### src/rtl/riot_pkg.sv
// riot_pkg: shared constants for the RIOT I/O block.
//   - register addresses for the timer, status and PA7 edge-detect config
//   - timer interval encodings (from adr_i[1:0] of a timer write)
//   - status register bit positions
//   - address decode helpers used by riot_io
package riot_pkg;

    typedef enum logic [1:0] {
        DIV_1    = 2'd0,
        DIV_8    = 2'd1,
        DIV_64   = 2'd2,
        DIV_1024 = 2'd3
    } riot_div_e;

    localparam logic [6:0] ADR_INTIM   = 7'h04;
    localparam logic [6:0] ADR_STATUS  = 7'h05;

    localparam int unsigned STAT_TIMINT_BIT = 7;
    localparam int unsigned STAT_PA7INT_BIT = 6;

    localparam logic [7:0] INTIM_RESET = 8'hFF;

    // Terminal prescaler count for each interval (interval - 1).
    function automatic logic [9:0] div_last(input riot_div_e div);
        case (div)
            DIV_1:    return 10'd0;
            DIV_8:    return 10'd7;
            DIV_64:   return 10'd63;
            default:  return 10'd1023;
        endcase
    endfunction

    // Data register address of port p; DDR lives at this address + 1.
    function automatic logic [6:0] port_data_adr(input int unsigned p);
        if (p < 2) return 7'(2 * p);
        else       return 7'(8 + 2 * (p - 2));
    endfunction

    // 0x14-0x17 and 0x1C-0x1F: adr[3] carries the interrupt enable.
    function automatic logic is_timer_adr(input logic [6:0] adr);
        return (adr[6:4] == 3'b001) && adr[2];
    endfunction

    // 0x04-0x07: PA7 edge-detect configuration writes.
    function automatic logic is_pa7_cfg_adr(input logic [6:0] adr);
        return adr[6:2] == 5'b00001;
    endfunction

endpackage

### src/rtl/riot_timer.sv
// riot_timer: programmable interval timer (prescaler, INTIM, TIMINT).
// Ports:
//   clk_i, rst_i, enable_i  clock, synchronous active-high reset, clock enable
//   load      load INTIM from load_val with interval load_div, IE load_ie
//   load_div  interval select for a load
//   load_ie   timer interrupt enable for a load
//   load_val  new INTIM value
//   rd_intim  INTIM is being read (clears TIMINT)
//   intim     current INTIM
//   timint    timer underflow flag
//   tim_ie    timer interrupt enable
module riot_timer
    import riot_pkg::*;
(
    input  logic       clk_i,
    input  logic       rst_i,
    input  logic       enable_i,
    input  logic       load,
    input  riot_div_e  load_div,
    input  logic       load_ie,
    input  logic [7:0] load_val,
    input  logic       rd_intim,
    output logic [7:0] intim,
    output logic       timint,
    output logic       tim_ie
);

    riot_div_e  div;
    logic [9:0] presc;
    logic       tick;
    logic       underflow;

    assign tick      = (presc == div_last(div));
    assign underflow = tick && (intim == 8'h00);

    always_ff @(posedge clk_i) begin
        if (rst_i) begin
            intim  <= INTIM_RESET;
            presc  <= '0;
            div    <= DIV_1024;
            timint <= 1'b0;
            tim_ie <= 1'b0;
        end else if (enable_i) begin
            if (load) begin
                intim  <= load_val;
                presc  <= '0;
                div    <= load_div;
                timint <= 1'b0;
                tim_ie <= load_ie;
            end else begin
                if (tick) begin
                    presc <= '0;
                    intim <= intim - 8'd1;
                end else begin
                    presc <= presc + 10'd1;
                end
                // After underflow the timer free-runs at interval 1.
                if (underflow) begin
                    div    <= DIV_1;
                    timint <= 1'b1;
                end else if (rd_intim) begin
                    timint <= 1'b0;
                end
            end
        end
    end

endmodule

### src/rtl/riot_io.sv
// riot_io: RIOT-style I/O block with NPORTS 8-bit ports, interval timer
// and optional PA7 edge interrupt.
// Ports:
//   clk_i, rst_i, enable_i  clock, synchronous active-high reset, clock enable
//   stb_i, we_i, adr_i      access strobe, write enable, register address
//   dat_i / dat_o           write data / registered read data
//   port_i                  pin inputs, port p at [8p+7:8p]
//   port_o                  output data registers
//   port_oe                 per-bit output enables (the DDR)
//   irq_o                   registered interrupt request
// Build option: define RIOT_PA7_EDGE_EN to include the PA7 edge detector.
module riot_io
    import riot_pkg::*;
#(
    parameter int unsigned NPORTS    = 2,
    parameter logic [7:0]  RESET_DDR = 8'h00
) (
    input  logic                  clk_i,
    input  logic                  rst_i,
    input  logic                  enable_i,
    input  logic                  stb_i,
    input  logic                  we_i,
    input  logic [6:0]            adr_i,
    input  logic [7:0]            dat_i,
    output logic [7:0]            dat_o,
    input  logic [8*NPORTS-1:0]   port_i,
    output logic [8*NPORTS-1:0]   port_o,
    output logic [8*NPORTS-1:0]   port_oe,
    output logic                  irq_o
);

    logic       acc, wr, rd;
    logic       tim_load, rd_intim, rd_status;
    logic [7:0] intim;
    logic       timint, tim_ie;
    logic       pa7int, pa7_ie;
    logic [7:0] status;
    logic [7:0] rd_data;

    assign acc       = enable_i && stb_i && !rst_i;
    assign wr        = acc && we_i;
    assign rd        = acc && !we_i;
    assign tim_load  = wr && is_timer_adr(adr_i);
    assign rd_intim  = rd && (adr_i == ADR_INTIM);
    assign rd_status = rd && (adr_i == ADR_STATUS);

    riot_timer u_timer (
        .clk_i    (clk_i),
        .rst_i    (rst_i),
        .enable_i (enable_i),
        .load     (tim_load),
        .load_div (riot_div_e'(adr_i[1:0])),
        .load_ie  (adr_i[3]),
        .load_val (dat_i),
        .rd_intim (rd_intim),
        .intim    (intim),
        .timint   (timint),
        .tim_ie   (tim_ie)
    );

`ifdef RIOT_PA7_EDGE_EN
    logic pa7_q;
    logic pa7_rise;
    logic pa7_edge;

    assign pa7_edge = pa7_rise ? (!pa7_q &&  port_i[7])
                               : ( pa7_q && !port_i[7]);

    always_ff @(posedge clk_i) begin
        if (rst_i) begin
            pa7_q    <= port_i[7];
            pa7_rise <= 1'b0;
            pa7_ie   <= 1'b0;
            pa7int   <= 1'b0;
        end else if (enable_i) begin
            pa7_q <= port_i[7];
            if (wr && is_pa7_cfg_adr(adr_i)) begin
                pa7_rise <= adr_i[0];
                pa7_ie   <= adr_i[1];
            end
            if (pa7_edge)       pa7int <= 1'b1;
            else if (rd_status) pa7int <= 1'b0;
        end
    end
`else
    assign pa7int = 1'b0;
    assign pa7_ie = 1'b0;
`endif

    always_comb begin
        status                  = '0;
        status[STAT_TIMINT_BIT] = timint;
        status[STAT_PA7INT_BIT] = pa7int;
    end

    always_comb begin
        rd_data = '0;
        for (int unsigned p = 0; p < NPORTS; p++) begin
            if (adr_i == port_data_adr(p))
                rd_data = (port_o[8*p +: 8] & port_oe[8*p +: 8]) |
                          (port_i[8*p +: 8] & ~port_oe[8*p +: 8]);
            if (adr_i == port_data_adr(p) + 7'd1)
                rd_data = port_oe[8*p +: 8];
        end
        if (adr_i == ADR_INTIM)  rd_data = intim;
        if (adr_i == ADR_STATUS) rd_data = status;
    end

    always_ff @(posedge clk_i) begin
        if (rst_i) begin
            dat_o   <= '0;
            port_o  <= '0;
            port_oe <= {NPORTS{RESET_DDR}};
            irq_o   <= 1'b0;
        end else if (enable_i) begin
            if (wr) begin
                for (int unsigned p = 0; p < NPORTS; p++) begin
                    if (adr_i == port_data_adr(p))
                        port_o[8*p +: 8] <= dat_i;
                    if (adr_i == port_data_adr(p) + 7'd1)
                        port_oe[8*p +: 8] <= dat_i;
                end
            end
            if (rd) dat_o <= rd_data;
            irq_o <= (timint && tim_ie) || (pa7int && pa7_ie);
        end
    end

endmodule

### config.mk
export PLATFORM = sky130hd
export DESIGN_NAME = riot_io
export DESIGN_NICKNAME = d
export VERILOG_FILES = /design/src/rtl/riot_pkg.sv /design/src/rtl/riot_timer.sv /design/src/rtl/riot_io.sv
export SDC_FILE = /design/constraint.sdc
export NUM_CORES = 1
export LEC_CHECK = 0
export BUFFER_PORTS_ARGS = -buffer_cell sky130_fd_sc_hd__buf_2
export CAP_MARGIN = 20
export CORE_UTILIZATION = 45
export CTS_BUF_LIST = sky130_fd_sc_hd__clkbuf_4
export DETAILED_ROUTE_END_ITERATION = 7
export PLACE_DENSITY = 0.69
export SKIP_CTS_REPAIR_TIMING = 1
export SLEW_MARGIN = 20
export SYNTH_ARGS = -nofsm -noshare
export SYNTH_HDL_FRONTEND = slang
export SYNTH_SLANG_ARGS = --single-unit
### constraint.sdc
create_clock -name clk_i -period 3.05 [get_ports clk_i]
set_clock_uncertainty 0.05 [all_clocks]
set_input_delay 0.61 -clock clk_i [delete_from_list [all_inputs] [get_ports clk_i]]
set_output_delay 0.61 -clock clk_i [all_outputs]
set_load 0.005 [all_outputs]
After elaboration in Yosys (flattened, before gate mapping) --
Index checks and enable logic that the tools add are counted.
Word-level totals: flip-flop bits (word level) 63, output and inout bits 41
Operators by class: $add $sub $neg 4, eq/ne operators 13, muxes and demuxes 22, bitwise operators 8, reduce and logical (&&, ||, !) cells 26
Operators with widths (count):
- 8-bit 2-to-1 mux | 8
- 7-bit 2-to-1 mux | 6
- 8-bit bitwise AND | 4
- 10-bit case mux with 3 select lines | 1
- 7-bit equality test | 4
- 10-bit 2-to-1 mux | 2
- 8-bit inverter | 2
- 8-bit bitwise OR | 2
- 7-bit by 1-bit adder with 7-bit output (second input constant) | 2
- 7-bit by 2-bit equality test with 1-bit output (second input constant) | 2
- 7-bit by 3-bit equality test with 1-bit output (second input constant) | 2
- 3-bit AND reduction | 4
- 10-bit by 1-bit adder with 10-bit output (second input constant) | 1
- 10-bit equality test | 1
- 2-bit AND reduction | 5
- 1-bit logical AND | 9
- 8-bit logical NOT | 1
- 8-bit by 1-bit subtractor with 8-bit output (second input constant) | 1
- 7-bit by 1-bit equality test with 1-bit output (second input constant) | 1
- 7-bit logical NOT | 1
- 2-bit 2-to-1 mux | 2
- 2-bit nonzero test | 2
- 3-bit by 1-bit equality test with 1-bit output (second input constant) | 1
- 1-bit 2-to-1 mux | 3
- other kinds (5) | 6

Longest topological paths before layout --
depth after elaboration 9, gate-level depth with buffers 8

Hierarchy --
A second synthesis with hierarchy kept.
Unflattened totals: cell total of the unflattened synthesis 374, area, all modules 3204.3 um^2
Modules (own cells, without submodules):
- riot_io | times used 1, cells each 238, area each 2047.0 um^2
- riot_timer | times used 1, cells each 136, area each 1157.4 um^2

Worst setup path after synthesis --
No wires, ideal clock.
kind input -> register, from in adr_i[3], to reg port_oe[10], data arrival time 2.347 ns, required time 2.872 ns, slack 0.526 ns, stages on the path 7, buffers on the path 2, cell sequence or4_4 -> or2_0 -> buf_6 -> or4_1 -> buf_2 -> mux2i_1 -> nor2_1
Between the ends: longest elaborated chain between the ends 2
Ends and longest elaborated chain:
- from (decl) | RTL line riot_io.sv:23 | input logic [6:0] adr_i,
- 7-bit equality test | RTL line riot_io.sv:120 | if (adr_i == port_data_adr(p) + 7'd1)
- 3-bit AND reduction (no source line)
- to (signal assigned) | RTL line riot_io.sv:113 | port_oe <= {NPORTS{RESET_DDR}};
- to (signal, indexed assignment) | RTL line riot_io.sv:121 | port_oe[8*p +: 8] <= dat_i;
- to (decl) | RTL line riot_io.sv:28 | output logic [8*NPORTS-1:0] port_oe,
No other way between the ends. A chain may end at the register's enable or synchronous reset.

Final worst setup path --
from reg u_timer.presc[3], to reg u_timer.div[0]
Between the ends: longest elaborated chain between the ends 4
Ends and longest elaborated chain:
- from (decl) | RTL line riot_timer.sv:29 | logic [9:0] presc;
- from (signal assigned) | RTL line riot_timer.sv:55 | presc <= presc + 10'd1;
- 10-bit equality test | RTL line riot_timer.sv:33 | assign tick = (presc == div_last(div));
- 1-bit logical AND | RTL line riot_timer.sv:34 | assign underflow = tick && (intim == 8'h00);
- 2-bit nonzero test (no source line)
- 2-bit AND reduction (no source line)
- to (signal assigned) | RTL line riot_timer.sv:47 | div <= load_div;
- to (decl) | RTL line riot_timer.sv:28 | riot_div_e div;
No other way between the ends.

==> results by group <==
Final layout
  • Fraction of layout cells with a size suffix above 1: 24.4%
  • Synth-to-Final Area Change: 20.9%
  • Fillers: 629
  • Post-layout util: 56.8%
  • Final Net Count: 498
  • Inserted Diodes: 0

Logic synthesis
  • Cell Area, Synth: 0.00323 mm²
  • Top cells by area, synth: dfxtp_1 (39%), mux2i_1 (11%), nor2_1 (6.2%)
  • Post-synth net total: 422
  • Synth Flop Type: dfxtp_1
  • Sequential element share of the synthesized area: 39.1%
  • Synthesized area per cell: 8.43 µm²
  • FFs w/ async S/R, synth: 0%
  • Syn Inst Count: 383
  • Post-synth EDFFs: 0
  • Yosys reg bits: 63
  • Yosys cell types: 57
  • Area share of the largest cell type after synthesis: 39.1%
  • Synth warn: 0
  • Synth area leader: dfxtp_1

STA
  • Period minus WS final: 2400 ps
  • Worst Slack Setup Final: 648 ps
  • Final setup vio count: 0
  • Hold_ws: 407 ps
  • Fmax: 0.416 GHz
  • Worst slew pin tran: 689 ps
  • TNS Setup: 0 ps
  • Slew headroom: 53.9%
  • Max-slew violations: 0
  • Final Cycle Share: 78.7%
  • Final Hold Viols: 0
  • RSZ-0062 raised after global routing: no

Die
  • Die area: 0.00752 mm²
  • Die Ht: 86.7 µm
  • Io pins: 77
  • Starting Density: 47.0%
  • Row count: 30
  • Die Span X: 86.7 µm
  • Core area: 0.00687 mm²

Drt
  • Total wire length: 9300 µm
  • Wirelength per Cell: 16.6 µm
  • Antenna Nets Post-Route: 0
  • DR DRC count: 0
  • DR pass1 iterations: 4
  • Total number of vias: 3231
  • Via density: 5.77
  • DRT iter0 DRCs: 238

Power
  • Max VDD drop: 238 µV
  • P per Cell Area: 430 mW/mm²
  • Total power: 0.00168 W
  • Leakage: 1.61 nW

Critical path
  • Worst Path Arrival: 2670 ps
  • Worst-path cell chain: nor4_1, o21ai_0, a21o_1, or4_1, a311o_1
  • Kind of end point of the critical path: register
  • Crit path buf inv count: 0
  • CP Class: register to register
  • Crit path max fanout: 16
  • Slowest-stage cell, CP: or4_1
  • Setup crit start kind: register
  • CP peak stage delay: 620 ps
  • Flop2flop setup slack: 650 ps
  • CP Data Required Time: 3320 ps
  • Crit-path leading delay family: simple AND/OR/NAND/NOR gates

Place
  • GP Congestion: 0.864
  • Port Buf Inserts: 76
  • Post-placement worst setup slack: 306 ps
  • Dpl hpwl: 6660 µm

CTS
  • Clock transition at the registers of the reported paths: 110 ps
  • Clk buf depth: 2
  • # clock sinks: 63
  • Clk_lat worst skew: 440 ps
  • Root Driver: clkbuf_4
  • CTS Buf Count: 9
  • H-tree Lvls: 3
  • CTS tree: done

Global route
  • Total track usage: 25.9%
  • Initial antenna violation count: 0
  • GRT overflow: 0
  • First-pass GRT wire length: 14600 µm
  • Pin count of the biggest net entering global routing: 46
  • Number of global-route vias before repair: 2828

Min path
  • Hold WC Path Type: register to register

Job
  • Max Cap Viol: 0

Outcome
  • Status: complete, no violations
==> final timing paths <==
check                                      start        endpoint  cells after the start
worst max register to register  u_timer.presc[3]  u_timer.div[0]                      5
worst min-delay path                    dat_o[5]        dat_o[5]                      2
worst max-delay path            u_timer.presc[3]  u_timer.div[0]                      5
worst min register to register          dat_o[5]        dat_o[5]                      2
==> layout make-up <==
cell class | count | area (µm²) | share of cell area (%)
clock inverter | 7 | 111 | 2.85
inverter | 20 | 75.1 | 1.92
sequential | 63 | 1260 | 32.3
clock buffer | 9 | 67.6 | 1.73
tap | 96 | 120 | 3.08
multi-input combinational | 277 | 1800 | 46.0
timing repair buffer | 88 | 470 | 12.1
==> stage by stage <==
step,instance area (µm²),std cells
3_5_place_dp,3720,544
3_3_place_gp,3720,544
2_1_floorplan,3230,383
5_1_grt,3900,560
6_report,3900,560
4_1_cts,3900,560
==> sequential cells by signal, indices dropped and copies added (netlist names) <==
name,count
dat_o,8
u_timer.div,2
u_timer.tim_ie,1
u_timer.timint,1
u_timer.presc,10
u_timer.intim,8
irq_o,1
port_o,16
port_oe,16
==> cell usage after synthesis, types with 2 or more instances <==
| master | instances |
|---|---|
| nor3_1 | 11 |
| o32a_1 | 4 |
| or2_2 | 5 |
| dfxtp_1 | 63 |
| nor4_4 | 3 |
| buf_2 | 2 |
| inv_1 | 19 |
| nor2_1 | 53 |
| or4_1 | 4 |
| and3_1 | 2 |
| o21ai_0 | 29 |
| nand4b_1 | 2 |
| mux2i_1 | 36 |
| a31oi_1 | 8 |
| nand3_1 | 4 |
| a32oi_1 | 5 |
| nand4_1 | 12 |
| nor4_1 | 6 |
| buf_1 | 2 |
| clkbuf_1 | 18 |
| o21a_1 | 2 |
| o311ai_0 | 10 |
| xnor2_1 | 3 |
| a21oi_1 | 15 |
| nor3b_1 | 3 |
| or3_1 | 2 |
| nand2_1 | 27 |
| ha_1 | 3 |
| nand3b_1 | 2 |
==> placed cells by master (no fill, tap or decap), types with 3 or more instances in the layout <==
| cell type | synthesis | final |
|---|---|---|
| or4_1 | 4 | 4 |
| inv_1 | 19 | 19 |
| nor3b_1 | 3 | 3 |
| ha_1 | 3 | 3 |
| or2_2 | 5 | 5 |
| o21ai_0 | 29 | 29 |
| buf_4 | 0 | 12 |
| buf_2 | 2 | 76 |
| dfxtp_1 | 63 | 63 |
| xnor2_1 | 3 | 3 |
| a31oi_1 | 8 | 8 |
| o32a_1 | 4 | 4 |
| mux2i_1 | 36 | 36 |
| nor4_1 | 6 | 6 |
| clkbuf_4 | 0 | 9 |
| nor2_1 | 53 | 53 |
| o311ai_0 | 10 | 10 |
| clkinv_1 | 1 | 3 |
| nor3_1 | 11 | 11 |
| nand3_1 | 4 | 4 |
| nand4_1 | 12 | 12 |
| bufinv_16 | 0 | 3 |
| nand2_1 | 27 | 27 |
| a32oi_1 | 5 | 5 |
| nor4_4 | 3 | 3 |
| a21oi_1 | 15 | 15 |
==> power by group <==
group	leakage [nW]	switching, W	total (W)	internal, W
sequential	0.508	0.00000428	0.000830	0.000826
combinational	1.00	0.0000755	0.000114	0.0000382
clock	0.0950	0.000326	0.000736	0.000409
==> metal layers <==
| metal | GRT usage, % | part of all wire (%) | vias to the layer above |
|---|---|---|---|
| met2 | 38.8 | 45 | 126 |
| met4 | 8.33 | 1.3 | 0 |
| met5 | 0 | 0 | - |
| li1 | - | - | 1569 |
| met1 | 36.5 | 47 | 1526 |
| met3 | 6.48 | 6.6 | 10 |
==> kinds of logic after synthesis <==
kind of cell	share of synthesized area, %
compound gates	18.6
xor+xnor	1.09
fa+ha+maj	1.16
buf+inv	5.31
flops	39.1
mux	11.5
simple gates	23.3
==> worst register-to-register path, stage by stage (launching register included) <==
cell	delay, ps
dfxtp_1	390
nor4_1	320
o21ai_0	170
a21o_1	370
or4_1	620
a311o_1	380
Note: power is estimated with default switching activity, not from simulation.
